==> config.mk <==
export PLATFORM = sky130hd
export DESIGN_NAME = cbx_param_cfgchain
export DESIGN_NICKNAME = d
export VERILOG_FILES = /design/src/rtl/cb_cfg_pkg.sv /design/src/rtl/cb_ipin_mux.sv /design/src/rtl/cbx_param_cfgchain.sv
export SDC_FILE = /design/constraint.sdc
export NUM_CORES = 1
export LEC_CHECK = 0
export CORE_MARGIN = 4
export CORE_UTILIZATION = 53
export CTS_BUF_LIST = sky130_fd_sc_hd__clkbuf_8
export DETAILED_ROUTE_END_ITERATION = 16
export PLACE_DENSITY = 0.81
export SLEW_MARGIN = 20
export SYNTH_ARGS = -nofsm -noshare
export SYNTH_HDL_FRONTEND = slang
export SYNTH_SLANG_ARGS = --single-unit
==> constraint.sdc <==
create_clock -name prog_clk -period 2 [get_ports prog_clk]
set_input_delay 0.3 -clock prog_clk [delete_from_list [all_inputs] [get_ports prog_clk]]
set_output_delay 0.3 -clock prog_clk [all_outputs]
set_load 0.05 [all_outputs]
==> src/rtl/cb_cfg_pkg.sv <==
// Shared types and tap-geometry helpers for the X-channel connection block.
//   cfg_state_e : configuration FSM states
//   tap_track() : channel track feeding tap j of ipin i
//   tap_side()  : which direction a tap is taken from (0 = left_in, 1 = right_in)
package cb_cfg_pkg;

    typedef enum logic [1:0] {
        IDLE   = 2'd0,
        SHIFT  = 2'd1,
        ARMED  = 2'd2,
        COMMIT = 2'd3
    } cfg_state_e;

    // Tap pairs step across the channel by 'stride' tracks, offset by the ipin index.
    function automatic int tap_track(int i, int j, int stride, int chan_w);
        return (i + (j / 2) * stride) % chan_w;
    endfunction

    function automatic bit tap_side(int j);
        return (j % 2) == 1;
    endfunction

endpackage

==> src/rtl/cb_ipin_mux.sv <==
// One grid-input-pin multiplexer.
//   in_i  : MUX_SIZE candidate taps
//   sel_i : tap select; codes >= MUX_SIZE route nothing (output 0)
//   out_o : selected tap
module cb_ipin_mux #(
    parameter int MUX_SIZE = 6,
    parameter int SEL_W    = 3
) (
    input  logic [MUX_SIZE-1:0] in_i,
    input  logic [SEL_W-1:0]    sel_i,
    output logic                out_o
);

    // Explicit decode keeps out-of-range selects at 0 without an out-of-bounds index.
    always_comb begin
        out_o = 1'b0;
        for (int j = 0; j < MUX_SIZE; j++) begin
            if (sel_i == SEL_W'(j)) begin
                out_o = in_i[j];
            end
        end
    end

endmodule

==> src/rtl/cbx_param_cfgchain.sv <==
// X-channel connection block with a double-buffered serial configuration chain.
//   prog_clk / prog_reset       : clock, synchronous active-high reset
//   chanx_left_in/right_in      : channel tracks; passed straight through to the opposite side
//   ipin_out                    : routed grid input pins (0 until the first commit)
//   ccff_head / ccff_tail       : serial config in / registered shadow MSB out
//   cfg_en / cfg_commit         : shift strobe / shadow->active copy request
//   cfg_done / cfg_err          : commit pulse / sticky premature-commit flag
//
// state  | meaning
// IDLE   | no load in progress, counter at 0
// SHIFT  | partial load, fewer than CFG_BITS bits shifted
// ARMED  | full load in shadow, waiting for commit
// COMMIT | active just loaded, cfg_done high, counter clears
module cbx_param_cfgchain
    import cb_cfg_pkg::*;
#(
    parameter int CHAN_W   = 9,
    parameter int N_IPIN   = 8,
    parameter int MUX_SIZE = 6,
    parameter int STRIDE   = 4
) (
    input  logic              prog_clk,
    input  logic              prog_reset,
    input  logic [CHAN_W-1:0] chanx_left_in,
    input  logic [CHAN_W-1:0] chanx_right_in,
    output logic [CHAN_W-1:0] chanx_left_out,
    output logic [CHAN_W-1:0] chanx_right_out,
    output logic [N_IPIN-1:0] ipin_out,
    input  logic              ccff_head,
    input  logic              cfg_en,
    input  logic              cfg_commit,
    output logic              ccff_tail,
    output logic              cfg_done,
    output logic              cfg_err
);

    localparam int SEL_W    = $clog2(MUX_SIZE);
    localparam int CFG_BITS = N_IPIN * SEL_W;
    localparam int CNT_W    = $clog2(CFG_BITS + 1);

    cfg_state_e          state_q, state_d;
    logic [CFG_BITS-1:0] shadow_q, shadow_d;
    logic [CFG_BITS-1:0] active_q, active_d;
    logic [CNT_W-1:0]    cnt_q, cnt_d;
    logic                valid_q, valid_d;
    logic                err_q, err_d;
    // Set by a commit and held while cfg_commit stays high, so a held request
    // neither commits twice nor counts as a premature commit.
    logic                hold_q, hold_d;
    logic [N_IPIN-1:0]   mux_out;

    assign chanx_left_out  = chanx_right_in;
    assign chanx_right_out = chanx_left_in;
    assign ccff_tail       = shadow_q[CFG_BITS-1];
    assign cfg_done        = (state_q == COMMIT);
    assign cfg_err         = err_q;
    assign ipin_out        = mux_out & {N_IPIN{valid_q}};

    always_comb begin
        state_d  = state_q;
        shadow_d = shadow_q;
        active_d = active_q;
        cnt_d    = cnt_q;
        valid_d  = valid_q;
        err_d    = err_q;
        hold_d   = hold_q & cfg_commit;

        if (cfg_en) begin
            shadow_d = {shadow_q[CFG_BITS-2:0], ccff_head};
            if (cnt_q != CNT_W'(CFG_BITS)) begin
                cnt_d = cnt_q + 1'b1;
            end
        end

        unique case (state_q)
            IDLE, SHIFT: begin
                if (cfg_en) begin
                    state_d = (cnt_d == CNT_W'(CFG_BITS)) ? ARMED : SHIFT;
                end else if (cfg_commit && !hold_q) begin
                    err_d = 1'b1;
                end
            end
            ARMED: begin
                // Copy on entry to COMMIT so routing switches in the same cycle cfg_done pulses.
                if (cfg_commit && !cfg_en) begin
                    state_d  = COMMIT;
                    active_d = shadow_q;
                    valid_d  = 1'b1;
                    hold_d   = 1'b1;
                end
            end
            COMMIT: begin
                cnt_d   = '0;
                state_d = IDLE;
            end
            default: state_d = IDLE;
        endcase
    end

    always_ff @(posedge prog_clk) begin
        if (prog_reset) begin
            state_q  <= IDLE;
            shadow_q <= '0;
            active_q <= '0;
            cnt_q    <= '0;
            valid_q  <= 1'b0;
            err_q    <= 1'b0;
            hold_q   <= 1'b0;
        end else begin
            state_q  <= state_d;
            shadow_q <= shadow_d;
            active_q <= active_d;
            cnt_q    <= cnt_d;
            valid_q  <= valid_d;
            err_q    <= err_d;
            hold_q   <= hold_d;
        end
    end

    for (genvar i = 0; i < N_IPIN; i++) begin : g_ipin
        logic [MUX_SIZE-1:0] taps;
        for (genvar j = 0; j < MUX_SIZE; j++) begin : g_tap
            localparam int TRK = tap_track(i, j, STRIDE, CHAN_W);
            if (tap_side(j)) begin : g_right
                assign taps[j] = chanx_right_in[TRK];
            end else begin : g_left
                assign taps[j] = chanx_left_in[TRK];
            end
        end
        cb_ipin_mux #(
            .MUX_SIZE (MUX_SIZE),
            .SEL_W    (SEL_W)
        ) u_mux (
            .in_i  (taps),
            .sel_i (active_q[i*SEL_W +: SEL_W]),
            .out_o (mux_out[i])
        );
    end

endmodule
==> results of run 1 <==
==> worst register-to-register path: stages, from the launching register on <==
cell and delay (ns):
dfxtp_1 0.36, inv_1 0.08, ha_1 0.30, or3_1 0.32
nor3_2 0.19, a41o_1 0.18
==> state kept, by name, indices dropped and copies added, names as in the netlist <==
register / flops
active_q: 24
cfg_err: 1
cnt_q: 5
hold_q: 1
shadow_q: 24
state_q: 2
valid_q: 1
==> what timing repair did <==
action                                  in CTS  in global routing
resized for setup                            5                 10
endpoints found under the hold margin        0                  0
endpoints found under the setup margin       3                  6
hold buffers                                 0                  0
==> power breakdown <==
part,internal (mW),switching (mW)
clock,0.537,0.433
combinational,0.170,0.176
sequential,1.16,0.00736
total,1.87,0.616
==> cells in the final DEF, fill, tap and decap left out <==
cell / Yosys / layout
nand4_1: 2 / 2
a41o_1: 1 / 1
or3_1: 1 / 1
o21ai_0: 2 / 2
inv_1: 3 / 6
mux2i_1: 41 / 40
buf_6: 1 / 1
xnor2_1: 1 / 1
xor2_1: 2 / 2
nand3_1: 2 / 2
buf_12: 0 / 20
nor2_1: 44 / 44
nor2b_1: 8 / 8
buf_4: 23 / 25
clkdlybuf4s50_1: 0 / 14
mux4_2: 8 / 8
nor3_2: 1 / 1
a21boi_0: 1 / 1
clkbuf_8: 0 / 12
clkinvlp_4: 0 / 1
dlygate4sd2_1: 0 / 5
a21oi_1: 25 / 25
mux2i_2: 0 / 1
nand2_2: 1 / 1
ha_1: 2 / 2
and3_1: 1 / 1
or2_1: 1 / 1
a31oi_1: 2 / 2
and2_1: 1 / 1
buf_2: 2 / 1
dfxtp_1: 58 / 54
nor3b_1: 1 / 1
dlymetal6s2s_1: 0 / 4
inv_2: 1 / 1
nand2_1: 50 / 50
dfxtp_2: 0 / 4
==> final cells by class <==
| class | instances | share of cell area, % |
|---|---|---|
| multi-input cells | 198 | 35.97 |
| flip-flops and latches | 58 | 32.64 |
| repair buffers | 70 | 23.47 |
| clock buffers | 12 | 4.623 |
| well taps | 67 | 2.347 |
| clock inverters | 4 | 0.5254 |
| inverters | 4 | 0.4203 |
==> routing by layer <==
layer	global-route usage [%]	up-vias	routed length (µm)
met5	0	-	0
met4	8.935	0	102
met3	5.782	8	292
met2	34.01	50	2848
met1	25.38	1040	2677
li1	-	1069	-
==> logic make-up after synthesis <==
kind of cell | count (synthesis)
AOI/OAI and AO/OA | 31
xor gates and xnor gates | 3
adders and majority gates | 2
buffers and inverters | 36
DFF | 58
muxes | 49
and+or+nand+nor | 113
==> metrics by stage <==
stage | utilization (%) | setup TNS [ns] | cell area [µm²] | power [mW] | std cells
floorplan | - | 0 | 2674 | 1.388 | 292
CTS | 73.69 | 0 | 3550 | 2.510 | 413
detailed placement | 70.00 | -0.07641 | 3372 | 1.549 | 397
global route | 74.16 | 0 | 3572 | 2.568 | 413
finish | 74.16 | 0 | 3572 | 2.489 | 413
global placement | 70.00 | 0 | 3372 | 1.545 | 397
==> path summary, 6_finish.rpt <==
| check | end | slack, ns |
|---|---|---|
| max | ipin_out[0] | 0.07 |
| min | cfg_err | 0.34 |
| max reg2reg | state_q[1] | 0.52 |
| min reg2reg | active_q[0] | 0.47 |
==> Yosys cell counts <==
| cell type | instances | area, µm² |
|---|---|---|
| nand4_1 | 2 | 12.51 |
| nor3_2 | 1 | 10.01 |
| a31oi_1 | 2 | 12.51 |
| a21boi_0 | 1 | 7.510 |
| inv_1 | 3 | 11.26 |
| and2_1 | 1 | 6.260 |
| dfxtp_1 | 58 | 1161 |
| nor2b_1 | 8 | 50.05 |
| a21oi_1 | 25 | 125.1 |
| a41o_1 | 1 | 10.01 |
| buf_6 | 1 | 11.26 |
| nand2_2 | 1 | 6.260 |
| buf_2 | 2 | 10.01 |
| inv_2 | 1 | 3.750 |
| nor2_1 | 44 | 165.2 |
| nand3_1 | 2 | 10.01 |
| buf_4 | 23 | 172.7 |
| clkbuf_1 | 6 | 22.52 |
| mux2i_1 | 41 | 410.4 |
| nand2_1 | 50 | 187.7 |
| xnor2_1 | 1 | 8.760 |
| and3_1 | 1 | 6.260 |
| or3_1 | 1 | 6.260 |
| ha_1 | 2 | 25.02 |
| nor3b_1 | 1 | 7.510 |
| mux4_2 | 8 | 180.2 |
| o21ai_0 | 2 | 10.01 |
| xor2_1 | 2 | 17.52 |
| or2_1 | 1 | 6.260 |
==> impl_metrics.toml, run 1 <==
[placement]
dpl.hpwl_um = 4282
pre_cts_slack_ns = -0.03052
port_buffers = 51
gp_congestion = 0.7559

[drt]
viasPerCell = 5.247
routed_wl_um = 5920
first_pass_iters = 4
drt-initial-drc-count = 79
ant_nets = 0
route.detailed.drc = 0
routedWlPerCell_um = 14.33
dr_total_vias = 2167

[synthesis]
ys_ff_latch = 58
synth_top_family_by_area = "multiplexers"
syn_area_per_cell_um2 = 9.157
yosysSeqAreaShare_pct = 43.43
synth_compound_area_share_pct = 6.177
synth-adder-area-share_pct = 0.9359
yosys.area_share.simple_pct = 17.74
synth_xor_area_share_pct = 0.9827
syn_inst = 292
synthesis.nets = 317
syn_area_mm2 = 0.002674
yosys-mux-area-fraction_pct = 22.09
ys_types = 29
ys_warn_count = 0

[flow_run]
drv_cap = 0

[outcome]
status = "completed"

[power]
peakVddDrop_mv = 0.6418
p_leak_nw = 1.457
power_density_mw_per_mm2 = 696.8

[setup_path]
cpPeakStageDelay_ns = 0.47
cp.arrival_ns = 1.63
endpoint_kind = "output pin"
slowest_stage = "clkdlybuf4s50_1"
cp-startpoint = "chanx_left_in[0]"
crit_family = "buffers and inverters"
reg2reg_from = "cnt_q[0]"
cp_num_buf_inv = 2
path_cells = "clkdlybuf4s50_1 > mux4_2 > mux2i_1 > nor2b_1 > buf_4"
start_kind = "input pin"
path_class = "in2out"
cp_max_fo = 3
worst-r2r-cell-count = 5
worstSetupPathDepth = 5
critPathRequiredTime_ns = 1.70

[sta]
worstMarginPinSlew_ns = 0.4898
finalCritPeriodShare_pct = 96.74
setup_viol = 0
grt_setup_unrepaired = "false"
finalHoldViolCount = 0
finalCriticalPeriod_ns = 1.935
fmax_ghz = 0.5169
slew_viol_final = 0
skew_ns = 0.005170
whs_ns = 0.3443
slew_headroom_pct = 67.24
fin_ws_ns = 0.06524

[floorplanning]
dieHeight_um = 79.03
start_util_pct = 55.51
rows = 25
dieArea_mm2 = 0.006245
die_x_um = 79.03
io_pins = 52
coreArea_mm2 = 0.004817

[final_layout]
drive_above_1_share_pct = 21.97
area_growth_pct = 33.60
fin_nets = 366
nFillCells = 350
antennaDiodeCount = 0
regArea_mm2 = 0.001166
multi_input_comb_area_mm2 = 0.001285

[min_path]
holdCritStartpoint = "cfg_en"
hold_path_depth = 4
hp-class = "in2reg"

[grt]
grt-ovfl-total = 0
grt_pass1_wl_um = 9991
grt_usage_pct = 20.70
antenna_found_initial = 0
grt_pass1_vias = 2150
grt_max_degree = 50

[clock_network]
post_cts_buffers = 0
cts-root-buf = "clkbuf_8"
cts_made_buffers = 9
cts_tree = "yes"
cts.clk_slew.worst_paths_ns = 0.06
clock_tree.buffer_depth = 2
clock-sinks = 58
clk_latency_ns = 0.33
cts_max_level = 3
No activity file was read; power rests on OpenSTA's default activity.
==> inputs of run 2 (changes only) <==
--- a/config.mk
+++ b/config.mk
@@ -5,11 +5,12 @@
 export SDC_FILE = /design/constraint.sdc
 export NUM_CORES = 1
 export LEC_CHECK = 0
+export ABC_AREA = 1
 export CORE_MARGIN = 4
-export CORE_UTILIZATION = 53
+export CORE_UTILIZATION = 54
 export CTS_BUF_LIST = sky130_fd_sc_hd__clkbuf_8
 export DETAILED_ROUTE_END_ITERATION = 16
-export PLACE_DENSITY = 0.81
+export PLACE_DENSITY = 0.82
 export SLEW_MARGIN = 20
 export SYNTH_ARGS = -nofsm -noshare
 export SYNTH_HDL_FRONTEND = slang
==> impl_metrics.toml, run 2 <==
[setup_path]
slowest_stage = "clkdlybuf4s50_1"
worst-r2r-cell-count = 8
start_kind = "input pin"
cp_max_fo = 3
endpoint_kind = "output pin"
cp-startpoint = "chanx_right_in[2]"
path_class = "in2out"
cp.arrival_ns = 1.69
cpPeakStageDelay_ns = 0.49
crit_path_end = "ipin_out[3]"
path_cells = "clkdlybuf4s50_1 > inv_1 > a21oi_1 > o21ai_0 > a21o_1 > a21oi_1 > buf_12"
reg2reg_slack_ns = 0.48
reg2reg_from = "state_q[1]"
critPathMostFrequentCell = "a21oi_1"
critPathRequiredTime_ns = 1.70
worstReg2RegEnd = "active_q[3]"

[drt]
ant_nets = 0
first_pass_iters = 4
dr_total_vias = 2654
route.detailed.drc = 0
drt-initial-drc-count = 220
routedWlPerCell_um = 14.12
routed_wl_um = 6991
viasPerCell = 5.362

[grt]
antenna_found_initial = 0
grt_usage_pct = 24.18
grt_pass1_wl_um = 12000
grt_max_degree = 29
grt-ovfl-total = 0
grt_pass1_vias = 2577

[floorplanning]
rows = 25
die_x_um = 79.12
coreArea_mm2 = 0.004817
io_pins = 52
dieHeight_um = 79.12
dieArea_mm2 = 0.006260
start_util_pct = 56.70

[power]
peakVddDrop_mv = 0.5794
p_leak_nw = 1.623
power_density_mw_per_mm2 = 724.6

[synthesis]
synth-adder-area-share_pct = 0.9162
ys_types = 25
ys_warn_count = 0
async_reset_ff_share_pct = 0
syn_area_per_cell_um2 = 7.303
yosysSeqAreaShare_pct = 42.51
synth_enable_flop_cells = 0
ys_top_cells_by_count = "94 x nor2_1, 58 x dfxtp_1, 53 x o21ai_0"
synth_xor_area_share_pct = 0.3207
synth_top_area_cell = "dfxtp_1"
synth_top_area_share_pct = 42.51
ys.flop_type = "dfxtp_1"
syn_area_mm2 = 0.002731
synthMostInstantiatedCell = "nor2_1"
synth_area_leaders = "dfxtp_1 43%, nor2_1 13%, o21ai_0 9.7%"
ys_ff_latch = 58
yosys-mux-area-fraction_pct = 0
synth_compound_area_share_pct = 23.22
yosys.area_share.simple_pct = 20.20
syn_inst = 374
synthesis.nets = 399
synth_top_family_by_area = "compound AO/OA/AOI/OAI gates"

[sta]
fmax_ghz = 0.5019
fin_setup_tns_ns = 0
finalHoldViolCount = 0
slew_headroom_pct = 66.83
finalCritPeriodShare_pct = 99.62
setup_viol = 0
slew_viol_final = 0
skew_ns = 0.005527
finalCriticalPeriod_ns = 1.992
grt_setup_unrepaired = "true"
worstMarginPinSlew_ns = 0.4960

[flow_run]
drv_cap = 0

[final_layout]
fin_nets = 448
reg_top3 = "active_q: 24 flops, shadow_q: 24 flops, cnt_q: 5 flops"
area_growth_pct = 36.28
antennaDiodeCount = 0
drive_above_1_share_pct = 17.99
design_area_mm2 = 0.003722
layout_common_cells = "94 x nor2_1, 58 x dfxtp_1, 52 x o21ai_0"
layout_commonest_cell = "nor2_1"
instances_no_fill = 495

[placement]
place_inst = 479
place_area_mm2 = 0.003501
gp_congestion = 0.8594
port_buffers = 51
dpl.hpwl_um = 4890

[clock_network]
clk_latency_ns = 0.33
cts_max_level = 3
clock_tree.buffer_depth = 2
post_cts_buffers = 0
clock-sinks = 58
cts_hold_buffers = 0
cts_made_buffers = 9
cts_tree = "yes"
cts.clk_slew.worst_paths_ns = 0.07
cts-root-buf = "clkbuf_8"

[min_path]
hp-class = "reg2reg"
hold_path_depth = 2

[outcome]
status = "completed"
run 2: changes by cell type in the layout (fill, tap and decap cells not counted), moves of 9 or more:
| cell | previous run | this run |
|---|---|---|
| nand2_1 | 50 | 35 |
| nor2_1 | 44 | 94 |
| clkdlybuf4s50_1 | 14 | 23 |
| mux2i_1 | 40 | 0 |
| o21ai_0 | 2 | 52 |
| inv_1 | 6 | 24 |
run 2: metrics by stage:
step / hold slack, ns / worst slack, ns / utilization, % / power, mW
global route: 0.5215 / -0.05140 / 77.27 / 2.799
global placement: 0.4522 / 0.03916 / 72.68 / 1.618
finish: 0.5004 / 0.007563 / 77.27 / 2.697
detailed placement: 0.4877 / 0.01812 / 72.68 / 1.627
CTS: 0.5024 / 0.009798 / 76.96 / 2.706
floorplan: 0.3691 / 0.2465 / - / 1.454
run 2: final cells by class:
class | count | area (µm²)
clock buffer | 11 | 151.4
clock inverter | 5 | 52.55
fill | 351 | 1095
inverter | 30 | 117.6
multi-input combinational | 253 | 1239
sequential | 58 | 1161
tap | 67 | 83.83
timing repair buffer | 71 | 917.1
run 2: what timing repair did:
| item | CTS | global route |
|---|---|---|
| endpoints found under the hold margin | 0 | 0 |
| pin swaps | 1 | 1 |
| cloned | 0 | 0 |
| endpoints found under the setup margin | 1 | 7 |
| gates resized for setup | 4 | 4 |
run 2: kinds of logic after synthesis:
family                   count (synthesis)
XOR/XNOR                                 1
AO/OA/AOI/OAI                          112
buffers and inverters                   63
adder cells (fa/ha/maj)                  2
AND/OR/NAND/NOR                        138
flip-flops                              58
run 2: worst max-delay path, delay by kind of cell:
kind                   cells  cell delay (ns)
buffers and inverters      3             0.77
AOI/OAI and AO/OA          4             0.62
run 2: how the worst min path moves through the flow:
stage                       from            to  slack (ns)
global route        shadow_q[19]  shadow_q[20]        0.52
detailed placement   shadow_q[7]   active_q[7]        0.49
CTS                  shadow_q[5]   shadow_q[6]        0.50
global placement          hold_q        hold_q        0.45
finish               shadow_q[9]  shadow_q[10]        0.50
floorplan             prog_reset        hold_q        0.37
run 2: layer usage:
layer / track usage [%] / wire length, µm
met4: 11.00 / 124
met3: 7.256 / 493
met1: 29.82 / 2970
met2: 38.72 / 3402
met5: 0 / 0
run 2: report_power, final:
part | switching (mW) | internal [mW]
registers | 0.0277 | 1.19
clock network | 0.456 | 0.636
logic | 0.208 | 0.178
total | 0.692 | 2.01
